File: src/rtl/fir_coef_loader.sv
// -----------------------------------------------------------------------------
// fir_coef_loader
//   Host-side writer for the fir_filter coefficient shift port. Holds a local
//   bank of LEN coefficients behind a simple write/readback register port and,
//   on a start pulse, streams the bank into the filter as one contiguous burst
//   of LEN cfg_ce cycles, coefficient 0 first. In symmetric mode only the first
//   half of the bank is used and mirrored for the remaining taps.
//
// Ports:
//   clk, reset_n        clock, async active-low reset
//   wr_en/addr/data     bank write port (rejected writes pulse wr_err)
//   rd_addr / rd_data   readback, 1-cycle latency, 0 for out-of-range
//   sym, start          burst request; sym sampled with start
//   busy, done          burst in progress / one-cycle completion pulse
//   wr_err              one-cycle pulse per rejected write
//   cfg_din, cfg_ce     coefficient stream to fir_filter
// -----------------------------------------------------------------------------
module fir_coef_loader #(
   parameter int LEN    = 21,
   parameter int COEF_W = 25,
   parameter int ADDR_W = 5
) (
   input  logic              clk,
   input  logic              reset_n,
   input  logic              wr_en,
   input  logic [ADDR_W-1:0] wr_addr,
   input  logic [COEF_W-1:0] wr_data,
   input  logic [ADDR_W-1:0] rd_addr,
   output logic [COEF_W-1:0] rd_data,
   input  logic              sym,
   input  logic              start,
   output logic              busy,
   output logic              done,
   output logic              wr_err,
   output logic [COEF_W-1:0] cfg_din,
   output logic              cfg_ce
);

   typedef enum logic [1:0] {IDLE, LOAD, DONE} state_t;

   // LEN fits in ADDR_W+1 bits since 2**ADDR_W >= LEN
   localparam logic [ADDR_W:0]   LEN_X = (ADDR_W+1)'(LEN);
   localparam logic [ADDR_W-1:0] LAST  = ADDR_W'(LEN-1);
   localparam logic [ADDR_W-1:0] HALF  = ADDR_W'((LEN+1)/2);

   state_t            r_state;
   logic [COEF_W-1:0] r_bank [LEN];
   logic [ADDR_W-1:0] r_idx;
   logic              r_sym_q;

   logic              w_wr_ok;
   logic              w_wr_rej;
   logic              w_rd_ok;
   logic [ADDR_W-1:0] w_map;

   // Writes are blocked only while LOAD is walking the bank; DONE is safe
   // because the last coefficient has already been fetched.
   assign w_wr_ok  = wr_en && ({1'b0, wr_addr} < LEN_X) && (r_state != LOAD);
   assign w_wr_rej = wr_en && !w_wr_ok;
   assign w_rd_ok  = ({1'b0, rd_addr} < LEN_X);

   // Symmetric mode folds the upper taps back onto the lower half
   assign w_map = (r_sym_q && (r_idx >= HALF)) ? (LAST - r_idx) : r_idx;

   // Coefficient bank and readback
   always_ff @(posedge clk or negedge reset_n) begin
      if (!reset_n) begin
         for (int i = 0; i < LEN; i++) r_bank[i] <= '0;
         rd_data <= '0;
      end else begin
         if (w_wr_ok) r_bank[wr_addr] <= wr_data;
         rd_data <= w_rd_ok ? r_bank[rd_addr] : '0;
      end
   end

   // Burst FSM with registered outputs
   always_ff @(posedge clk or negedge reset_n) begin
      if (!reset_n) begin
         r_state <= IDLE;
         r_idx   <= '0;
         r_sym_q <= 1'b0;
         busy    <= 1'b0;
         done    <= 1'b0;
         wr_err  <= 1'b0;
         cfg_ce  <= 1'b0;
         cfg_din <= '0;
      end else begin
         wr_err  <= w_wr_rej;
         done    <= 1'b0;
         busy    <= 1'b0;
         cfg_ce  <= 1'b0;
         cfg_din <= '0;
         case (r_state)
            IDLE: begin
               if (start) begin
                  r_sym_q <= sym;
                  r_idx   <= '0;
                  r_state <= LOAD;
               end
            end
            LOAD: begin
               // Bank write on the start edge has already landed here
               cfg_ce  <= 1'b1;
               busy    <= 1'b1;
               cfg_din <= r_bank[w_map];
               r_idx   <= r_idx + 1'b1;
               if (r_idx == LAST) r_state <= DONE;
            end
            DONE: begin
               done    <= 1'b1;
               r_state <= IDLE;
            end
            default: r_state <= IDLE;
         endcase
      end
   end

endmodule
File: config.mk
export PLATFORM = sky130hd
export DESIGN_NAME = fir_coef_loader
export DESIGN_NICKNAME = d
export VERILOG_FILES = /design/src/rtl/fir_coef_loader.sv
export SDC_FILE = /design/constraint.sdc
export NUM_CORES = 1
export LEC_CHECK = 0
export ABC_AREA = 0
export BUFFER_PORTS_ARGS = -buffer_cell sky130_fd_sc_hd__buf_2
export CAP_MARGIN = 20
export CORE_ASPECT_RATIO = 1.5
export CORE_MARGIN = 10
export CORE_UTILIZATION = 45
export CTS_CLUSTER_DIAMETER = 50
export DETAILED_ROUTE_END_ITERATION = 12
export RECOVER_POWER = 50
export SLEW_MARGIN = 25
export SYNTH_ARGS = -nofsm -noshare
export SYNTH_HDL_FRONTEND = slang
export SYNTH_SLANG_ARGS = --single-unit
File: constraint.sdc
create_clock -name clk -period 2.48 [get_ports clk]
set_input_delay 0.124 -clock clk [delete_from_list [all_inputs] [get_ports clk]]
set_output_delay 0.124 -clock clk [all_outputs]
set_load 0.02 [all_outputs]
==> flow_summary.toml <==
[synth]
synth_edf_count = 0
yosysWarnings = 0
synth_area_leader_cell = "dfrtp_1"
yosysSeqAreaShare = 0.4827
syn_nets = 2409
synth-seq-cells = 586
synthCells = 2367
synth.area.top_cells = "dfrtp_1 (48%), mux2_2 (21%), mux4_2 (12%), nand3_1 (3.6%), o21ai_0 (2.5%)"
avgSynthCellArea_um2 = 12.83
synth_cell_types = 53
synth-main-ff-cell = "dfrtp_1"
syn_area_um2 = 30380
ys_async_sr_fraction = 1.000
synth.top_cell.area_share = 0.4827

[final_layout]
area_growth_pct = 18.91
final_cell_mix = "dfrtp_1 (585), mux2_2 (560), nand3_1 (219)"
layout-drive-gt1-share = 0.4631
final_cells = 3403
final_common_cell = "dfrtp_1"
final_nets = 2515
insertedDiodeCount = 0

[critical_path]
r2r_slack_ns = -0.03
required_ns = 3.01
crit_arrival_ns = 3.04
reg2reg_from = "r_idx[0]"
r2r_cells = 9
crit_start = "r_idx[0]"
critPathMaxFanout = 6
critical_path_class = "reg -> reg"
r2r-end = "cfg_din[10]"
worst_setup_path_end_kind = "flip-flop"
start_kind = "flip-flop"

[clock_network]
path_clk_slew_ns = 0.06
htreeDepth = 2
cts_buffers = 58
clockBufferDepth = 3
cts_root_buf = "clkbuf_16"
cts_tree = "built"
clock_sinks = 586
clk_latency_ns = 0.65

[sta]
min_period_ns = 2.509
finalSetupViolations = 5
skew_ns = 0.02760
fin_ws_ns = -0.02926
whs_ns = 0.02446
finalMaxSlewViolations = 55
tightest_slew_ns = 1.739
rsz0062_at_grt = "true"
tns_ns = -0.07785
hold_viol = 0
period_share = 1.012
fmax_ghz = 0.3985
slew_headroom = -0.1592

[floorplan]
die_h_um = 338.2
core_um2 = 66760
die_x_um = 232.1
io_pins = 94
rows = 116
start_util = 0.4550
dieArea_um2 = 78520

[detailed_routing]
first_pass_iters = 5
viasPerCell = 6.596
drt-initial-drc-count = 2377
ant_nets = 0
drcViolationCount = 0
drt_wl_total_um = 104000
via_count = 22450
detail_route.wl_per_cell_um = 30.56

[global_route]
overflow = 0
antenna_found_initial = 1
grt_max_degree = 88
grt_usage = 0.2546
grt_pass1_vias = 23280
grt_pass1_wl_um = 150900

[place]
detailed_place_hpwl_um = 60110
gp_congestion = 0.8469
portBuffers = 93
place_inst = 3244

[power_and_ir_drop]
switchingPower_mw = 13.06
sw_frac_of_total = 0.3690
power_density_nw_per_um2 = 979.3
p_total_mw = 35.38
seq_power_share = 0.328
leakagePower_nw = 16.10
internal_power_mw = 22.32
pwr-share-clk = 0.263
p_comb_frac = 0.410
peakVddDrop_mv = 1.124

[outcome]
status = "finished with violations"
violations = "capacitance limit, slew limit, setup timing"

[worst_hold_path]
worstHoldPathCells = 2
hp-class = "in -> reg"
hold_start = "wr_data[8]"
worst_hold_path.endpoint = "r_bank[483]"

[job]
maxCapViolCount = 1
==> cells in the mapped netlist, types with 3 or more instances <==
cell	n
nand3b_1	4
a21oi_1	48
and3_1	4
dfrtp_1	586
o21ai_0	154
nand2b_1	20
mux4_2	165
buf_2	59
buf_4	6
inv_1	18
nor2_1	32
mux2_2	560
o2bb2ai_1	3
a22oi_1	59
nor3_1	7
a22o_1	25
nor3_2	4
nor2b_1	37
a211oi_1	8
nand3_1	221
a221oi_1	23
a211o_1	4
buf_1	16
clkbuf_1	165
a31oi_1	46
nand4_1	27
o211ai_1	3
nand2_1	31
==> logic make-up (layout without fill, tap and decap cells) <==
family	after synthesis	in the layout	synth area share
simple gates	398	398	0.06890
buf+inv	267	418	0.03666
mux	728	728	0.3311
flops	586	586	0.4827
compound gates	386	386	0.07986
fa+ha+maj	2	2	0.0008236
==> power by group through the flow <==
stage	registers, mW	clock network (mW)	logic [mW]
floorplan	11.5	0	6.58
CTS	11.5	9.47	12.5
detailed placement	11.7	0	11.1
finish	11.6	9.30	14.5
global route	11.7	9.80	15.0
global placement	11.6	0	10.9
==> worst max-delay path by stage <==
stage,endpoint,slack (ns),cells after the start
2_1_floorplan,cfg_din[0],0.02,10
4_1_cts,cfg_din[14],-0.02,11
3_5_place_dp,cfg_din[10],-0.09,8
5_1_grt,cfg_din[2],-0.08,11
6_report,cfg_din[10],-0.03,9
3_3_place_gp,cfg_din[10],-0.10,8
==> final cells by class <==
cell class                      instances  area (um^2)
Fill cell                            5616        30640
Clock buffer                           87         1742
Tap cell                              885         1107
Clock inverter                         18        235.2
Multi-Input combinational cell       1514        15080
Timing Repair Buffer                  294         3223
Sequential cell                       586        14670
Inverter                               19        71.32
==> flip-flops by register name, indices dropped and copies added, names as in the netlist <==
signal,cells
r_idx,5
r_sym_q,1
cfg_din,25
rd_data,25
cfg_ce,1
wr_err,1
r_bank,525
r_state,2
done,1
==> per-layer routing <==
metal / vias up / GRT usage / share of wire
met5: - / 0 / 0.00012
met4: 2 / 0.1187 / 0.048
met1: 11860 / 0.3240 / 0.39
li1: 9188 / - / -
met2: 1109 / 0.4135 / 0.49
met3: 285 / 0.04610 / 0.079
==> per-stage QoR <==
step           utilization  cell area (um^2)  setup WS, ns
2_1_floorplan            -             30380       0.02385
3_3_place_gp        0.4959             33110       -0.1040
3_5_place_dp        0.4959             33110      -0.09282
4_1_cts             0.5339             35650      -0.01796
5_1_grt             0.5411             36120      -0.07902
6_report            0.5411             36120      -0.02926
==> worst max-delay path, stage by stage, from the launching register on <==
cell	delay (ns)
dfrtp_4	0.51
buf_6	0.14
a211oi_4	0.28
mux2_4	0.37
nand2_8	0.15
buf_12	0.13
clkbuf_16	0.16
mux4_2	0.31
a22oi_2	0.22
nand3_1	0.10
==> repair_timing <==
item | 4_1_cts | 5_1_grt
endpoints found under the setup margin | 21 | 25
pin swaps | 3 | 38
resized for setup | 29 | 63
gates cloned | 7 | 12
setup buffers | 11 | 11
hold buffers | 15 | 0
endpoints found under the hold margin | 508 | 0
Note: power is estimated with default switching activity, not from simulation.
